==> src/rtl/alu_arbiter.sv <==
// alu_arbiter: two-requester round-robin sequencer for the shared yAlu datapath.
// Define ALU_ARB_OPCHECK_EN to flag unsupported ops with rsp_err instead of issuing them.
module alu_arbiter #(
  parameter int unsigned ALU_WAIT = 0
) (
  input  logic        clk,
  input  logic        rst_n,
  input  logic        req0_valid,
  input  logic        req1_valid,
  output logic        req0_ready,
  output logic        req1_ready,
  input  logic [31:0] req0_a,
  input  logic [31:0] req0_b,
  input  logic [31:0] req1_a,
  input  logic [31:0] req1_b,
  input  logic [2:0]  req0_op,
  input  logic [2:0]  req1_op,
  output logic [31:0] alu_a,
  output logic [31:0] alu_b,
  output logic [2:0]  alu_op,
  input  logic [31:0] alu_z,
  input  logic        alu_ex,
  output logic        rsp_valid,
  input  logic        rsp_ready,
  output logic [31:0] rsp_z,
  output logic        rsp_ex,
  output logic        rsp_id,
  output logic        rsp_err
);
  typedef enum logic [1:0] {IDLE, ISSUE, HOLD} state_t;
  state_t      state_q, state_d;
  logic        last_grant_q, last_grant_d;
  logic [3:0]  cnt_q, cnt_d;
  logic [31:0] alu_a_q, alu_a_d, alu_b_q, alu_b_d, rsp_z_q, rsp_z_d;
  logic [2:0]  alu_op_q, alu_op_d;
  logic        rsp_ex_q, rsp_ex_d, rsp_id_q, rsp_id_d, rsp_err_q, rsp_err_d;
  logic        win, acc, bad_op;
  logic [31:0] sel_a, sel_b;
  logic [2:0]  sel_op;
  always_comb begin
    win        = rst_n && (state_q == IDLE || (state_q == HOLD && rsp_ready));
    // ties go to whoever was not served last
    req0_ready = win && req0_valid && (!req1_valid || last_grant_q);
    req1_ready = win && req1_valid && (!req0_valid || !last_grant_q);
    acc        = req0_ready || req1_ready;
    sel_a      = req1_ready ? req1_a : req0_a;
    sel_b      = req1_ready ? req1_b : req0_b;
    sel_op     = req1_ready ? req1_op : req0_op;
`ifdef ALU_ARB_OPCHECK_EN
    bad_op     = !(sel_op inside {3'b000, 3'b001, 3'b010, 3'b110});
`else
    bad_op     = 1'b0;
`endif
    state_d      = state_q;
    last_grant_d = last_grant_q;
    cnt_d        = cnt_q;
    alu_a_d      = alu_a_q;
    alu_b_d      = alu_b_q;
    alu_op_d     = alu_op_q;
    rsp_z_d      = rsp_z_q;
    rsp_ex_d     = rsp_ex_q;
    rsp_id_d     = rsp_id_q;
    rsp_err_d    = rsp_err_q;
    if (acc) begin
      last_grant_d = req1_ready;
      rsp_id_d     = req1_ready;
      cnt_d        = 4'(ALU_WAIT);
      if (bad_op) begin
        state_d   = HOLD;
        rsp_z_d   = '0;
        rsp_ex_d  = 1'b0;
        rsp_err_d = 1'b1;
      end else begin
        state_d  = ISSUE;
        alu_a_d  = sel_a;
        alu_b_d  = sel_b;
        alu_op_d = sel_op;
      end
    end else if (state_q == HOLD && rsp_ready) begin
      state_d = IDLE;
    end else if (state_q == ISSUE) begin
      if (cnt_q == 4'd0) begin
        state_d   = HOLD;
        rsp_z_d   = alu_z;
        rsp_ex_d  = alu_ex;
        rsp_err_d = 1'b0;
      end else begin
        cnt_d = cnt_q - 4'd1;
      end
    end
  end
  always_ff @(posedge clk or negedge rst_n) begin
    if (!rst_n) begin
      state_q      <= IDLE;
      last_grant_q <= 1'b1;
      cnt_q        <= '0;
      alu_a_q      <= '0;
      alu_b_q      <= '0;
      alu_op_q     <= '0;
      rsp_z_q      <= '0;
      rsp_ex_q     <= 1'b0;
      rsp_id_q     <= 1'b0;
      rsp_err_q    <= 1'b0;
    end else begin
      state_q      <= state_d;
      last_grant_q <= last_grant_d;
      cnt_q        <= cnt_d;
      alu_a_q      <= alu_a_d;
      alu_b_q      <= alu_b_d;
      alu_op_q     <= alu_op_d;
      rsp_z_q      <= rsp_z_d;
      rsp_ex_q     <= rsp_ex_d;
      rsp_id_q     <= rsp_id_d;
      rsp_err_q    <= rsp_err_d;
    end
  end
  assign alu_a     = alu_a_q;
  assign alu_b     = alu_b_q;
  assign alu_op    = alu_op_q;
  assign rsp_valid = state_q == HOLD;
  assign rsp_z     = rsp_z_q;
  assign rsp_ex    = rsp_ex_q;
  assign rsp_id    = rsp_id_q;
  assign rsp_err   = rsp_err_q;
endmodule

==> config.mk <==
export PLATFORM = sky130hd
export DESIGN_NAME = alu_arbiter
export DESIGN_NICKNAME = d
export VERILOG_FILES = /design/src/rtl/alu_arbiter.sv
export SDC_FILE = /design/constraint.sdc
export NUM_CORES = 1
export LEC_CHECK = 0
export ABC_AREA = 1
export BUFFER_PORTS_ARGS = -buffer_cell sky130_fd_sc_hd__buf_2
export CELL_PAD_IN_SITES_DETAIL_PLACEMENT = 0
export CELL_PAD_IN_SITES_GLOBAL_PLACEMENT = 1
export CORE_ASPECT_RATIO = 0.75
export CORE_UTILIZATION = 30
export DETAILED_ROUTE_END_ITERATION = 16
export HOLD_SLACK_MARGIN = 0.1
export PLACE_DENSITY = 0.9
export SYNTH_ARGS = -nofsm -noshare
export SYNTH_HDL_FRONTEND = slang
export SYNTH_SLANG_ARGS = --single-unit
==> constraint.sdc <==
create_clock -name clk -period 2 [get_ports clk]
set_input_delay 0.2 -clock clk [delete_from_list [all_inputs] [get_ports clk]]
set_output_delay 0.2 -clock clk [all_outputs]
set_load 0.02 [all_outputs]
== Word level (Yosys, flattened, before mapping) ==
Index checks and enable logic that the tools add are counted.
Widths: inputs -> output; s select.

* Equal/unequal tests: 4
* Reduce and logical (&&, ||, !) cells: 21
* $add $sub $neg: 1
* Muxes and demuxes: 11
* Bitwise gates (word level): 2

{| class="wikitable"
|+ Operator list
! operator !! number
|-
| $mux 32 || 2
|-
| $mux 4 || 4
|-
| $mux 2 || 4
|-
| $logic_and 1x1->1 || 6
|-
| $reduce_bool 3->1 || 2
|-
| $logic_not 4->1 || 1
|-
| $logic_or 1x1->1 || 4
|-
| $ne 2x2->1 const B || 2
|-
| $reduce_and 4->1 || 1
|-
| $sub 4x1->4 const B || 1
|-
| $logic_not 1->1 || 3
|-
| $mux 3 || 1
|-
| $reduce_and 3->1 || 1
|-
| $eq 2x1->1 const B || 1
|-
| $eq 2x2->1 const B || 1
|-
| $logic_not 2->1 || 1
|-
| $not 1->1 || 2
|-
| $reduce_and 2->1 || 1
|-
| $reduce_bool 2->1 || 1
|}

* Output and inout bits: 105
* Flip-flop bits (word level): 108

== Depth between registers and ports, before layout ==
* Depth after elaboration: 9
* Mapped depth: 8
* Mapped depth without buffers: 7

== Worst setup path after synthesis ==
No wires, ideal clock.

* Path kind: register to output
* Start: register last_grant_q
* End: output port req1_ready
* Data arrival time: 1.247 ns
* Path slack: 0.553 ns
* Data required time: 1.800 ns
* Cell stages (with the launch flop): 7
* Cells stage by stage: dfstp_2 > nand2_1 > nand2_1 > inv_2 > nand2_2 > clkbuf_1 > inv_1

* Word-level cells in the longest chain between the ends: 3

{| class="wikitable"
|+ RTL lines
! what !! line !! text
|-
| from (decl) || 32 || <nowiki>logic last_grant_q, last_grant_d;</nowiki>
|-
| from (signal assigned) || 106 || <nowiki>last_grant_q <= last_grant_d;</nowiki>
|-
| $logic_not 1->1 || 44 || <nowiki>req1_ready = win && req1_valid && (!req0_valid || !last_grant_q);</nowiki>
|-
| $logic_or 1x1->1 || 44 ||
|-
| $logic_and 1x1->1 || 44 ||
|-
| to (decl) || 11 || <nowiki>output logic req1_ready,</nowiki>
|}

No other way between the ends.

== Worst setup path after layout ==
Ends and elaborated chain as after synthesis.

==> impl_metrics.json <==
{
  "status": "complete, no violations",
  "tritoncts.num_buffers": 9,
  "syn_area_um2": 5500,
  "critical_path.slowest_cell": "dfstp_2",
  "p_leak_nw": 4.902,
  "io_pins": 277,
  "filler_cell_count_in_the_final_layout": 1872,
  "worst-slew-pin-transition_ps": 547.8,
  "layout-drive-gt1-share_pct": 29.56,
  "setup_repair_after_global_routing_missed_its_margin": "false",
  "power_per_cell_area_nw_per_um2": 1332,
  "worst_slew_margin_rel_pct": 63.43,
  "setup_tns_ps": 0,
  "mean_cell_area_of_the_mapped_netlist_um2": 7.061,
  "via_count_of_the_first_global_routing_pass": 5367,
  "grt_antenna_before_repair": 2,
  "setup_viol": 0,
  "synth_top_flop_cell": "dfrtp_1",
  "clk_latency_ps": 350,
  "gp_congestion": 0.7601,
  "ir_drop_mv": 0.5633,
  "critPathMostFrequentCell": "nand2_2",
  "first_pass_iters": 5,
  "route.detailed.wl_per_inst_um": 12.65,
  "detailedRoute.firstIterationViolations": 309,
  "layout_min_cycle_time_ps": 1868,
  "worstHoldPathCells": 4,
  "postRouteWirelength_um": 16720,
  "worst_hold_startpoint": "rsp_ready",
  "critical_path.reg2reg.endpoint": "alu_a[19]",
  "layout.nets": 1247,
  "slowest_cell_delay_on_critical_path_ps": 530,
  "clock_skew_ps": 8.952,
  "reg2reg_setup_slack_ps": 440,
  "postSynth.asyncResetShare_pct": 100.0,
  "worstSetupPathType": "reg2out",
  "postRouteAntennaNets": 0,
  "worst_ep_required_time_ps": 1800,
  "fin_crit_sh_pct": 93.38,
  "preCtsSetupSlack_ps": 404.2,
  "vias": 5654,
  "cts_root_buffer": "clkbuf_16",
  "crit_path_end_kind": "output pin",
  "crit_arrival_ps": 1670,
  "viasPerCell": 4.277,
  "synth-seq-area-share_pct": 49.16,
  "fp.dieArea_um2": 18890,
  "grt.overflow.total": 0,
  "slew_violations": 0,
  "tritoncts": "built",
  "max_cap_viol_count": 0,
  "worstPathCellList": "nand2_1, nand2_2, inv_2, nand2_2, buf_12, inv_1, buf_2",
  "worst_r2r_startpoint": "last_grant_q",
  "dpl-instance-area_um2": 7133,
  "reg2reg_depth": 6,
  "wire_length_of_the_first_global_routing_pass_um": 26450,
  "syn_inst": 779,
  "detailed_place_hpwl_um": 11870,
  "final_design_area_no_fill_um2": 7829,
  "placement.io_buffers": 275,
  "area_growth_pct": 42.33,
  "start_kind": "flop",
  "gr-usage-all-layers_pct": 17.90,
  "row_count": 42,
  "die_height_um": 119.3,
  "final_hold_viol_count": 0,
  "layoutNonFillerInstCount": 1322,
  "syn-num-nets": 952,
  "cts-htree-levels": 3,
  "maxClockFrequency_mhz": 535.5,
  "grt_start_max_net_pins": 90,
  "die-width_um": 158.4,
  "placeableCoreArea_um2": 17810,
  "placed_cells": 1268,
  "setup_slack_ps": 132.5,
  "path_clk_slew_ps": 70,
  "synth.lib_cells_used.distinct": 23,
  "cts.sinks": 108,
  "min-delay-path-class": "in2reg",
  "detail_route.drc_violations": 0,
  "critPathMaxFanout": 19,
  "max-clock-path-buffers": 2,
  "synth_warnings": 0,
  "postSynthRegisterBits": 108,
  "initial_core_util_pct": 30.88,
  "whs_endpoint": "state_q[1]",
  "synth-edff-count": 0
}
-- power by group --
group	internal [W]	switching (W)
Sequential	0.00322	0.000576
Combinational	0.00162	0.00318
Clock	0.00101	0.000821
Total	0.00585	0.00457
-- area by class of cell --
cell class	count	area [µm²]	area share, %
Tap cell	242	302.8	3.868
Sequential cell	108	2704	34.54
Clock buffer	10	239.0	3.053
Timing Repair Buffer	327	1922	24.55
Antenna cell	1	2.502	0.03196
Clock inverter	6	71.32	0.9110
Inverter	148	555.5	7.096
Multi-Input combinational cell	480	2032	25.95
-- placed cells by master (no fill, tap or decap), drive strengths merged --
| cell | count |
|---|---|
| nand2 | 321 |
| buf | 292 |
| inv | 149 |
| nand3 | 135 |
| dfrtp | 107 |
| dlygate4sd3 | 34 |
| clkbuf | 11 |
| nor2 | 11 |
| a21oi | 5 |
| o21ai | 2 |
| clkinv | 2 |
| clkinvlp | 2 |
| diode | 1 |
| a21o | 1 |
| o21bai | 1 |
| nand4 | 1 |
| nor3 | 1 |
| ha | 1 |
| conb | 1 |
| bufinv | 1 |
| dfstp | 1 |
-- sequential cells by signal, summed over array words and instances, names as in the netlist --
register / cells
alu_a: 32
alu_b: 32
alu_op: 3
cnt_q: 4
last_grant_q: 1
rsp_ex: 1
rsp_id: 1
rsp_z: 32
state_q: 2
-- cell usage after synthesis, types with 2 or more instances --
| library cell | instances | area share, % |
|---|---|---|
| buf_2 | 27 | 2.5 |
| nand2_1 | 320 | 22 |
| clkbuf_1 | 9 | 0.61 |
| nand3_1 | 135 | 12 |
| nor2_1 | 9 | 0.61 |
| buf_4 | 6 | 0.82 |
| a21oi_1 | 4 | 0.36 |
| inv_2 | 3 | 0.20 |
| o21ai_1 | 2 | 0.18 |
| dfrtp_1 | 107 | 49 |
| inv_1 | 145 | 9.9 |
-- metal layers --
layer,vias to the layer above,share of wire (%),GRT usage (%)
met5,-,0.078,0
met4,2,2.1,6.370
met3,28,7.5,4.913
met2,212,45,29.44
met1,2511,45,22.34
li1,2901,-,-
-- critical path, delay by kind of cell, from the launching register on --
kind / cells / cell delay (ps)
buffers and inverters: 4 / 430
and+or+nand+nor: 3 / 340
DFF: 1 / 530
-- kinds of logic after synthesis --
group                      count (synthesis)  share of synthesized area [%]
adders and majority gates                  1                         0.2274
DFF                                      108                          49.16
buffers and inverters                    191                          14.19
AOI/OAI and AO/OA                          9                         0.9783
other                                      1                        0.06818
and+or+nand+nor                          469                          35.37
-- metrics by stage --
stage	util, %	total power (W)	hold WS [ps]
final	43.95	0.01043	140.6
after detailed placement	40.04	0.008592	269.8
after global placement	40.04	0.008501	262.2
after global routing	43.95	0.01123	150.9
after floorplan	-	0.006786	-95.59
after CTS	43.69	0.01053	109.6
-- how the worst max path moves through the flow --
stage	from	end	slack [ps]	cells after the start
2_1_floorplan	last_grant_q	req1_ready	550	6
3_3_place_gp	state_q[0]	req1_ready	430	7
3_5_place_dp	last_grant_q	alu_a[19]	400	6
4_1_cts	state_q[0]	req1_ready	30	7
5_1_grt	last_grant_q	req1_ready	40	7
6_report	last_grant_q	req1_ready	130	7
-- timing repair --
action / in CTS / in global routing
gates resized for setup: 0 / 1
hold buffers: 34 / 0
setup buffers: 0 / 2
hold endpoints to repair: 140 / 0
setup endpoints to repair: 0 / 1
No activity file was read; power rests on OpenSTA's default activity.
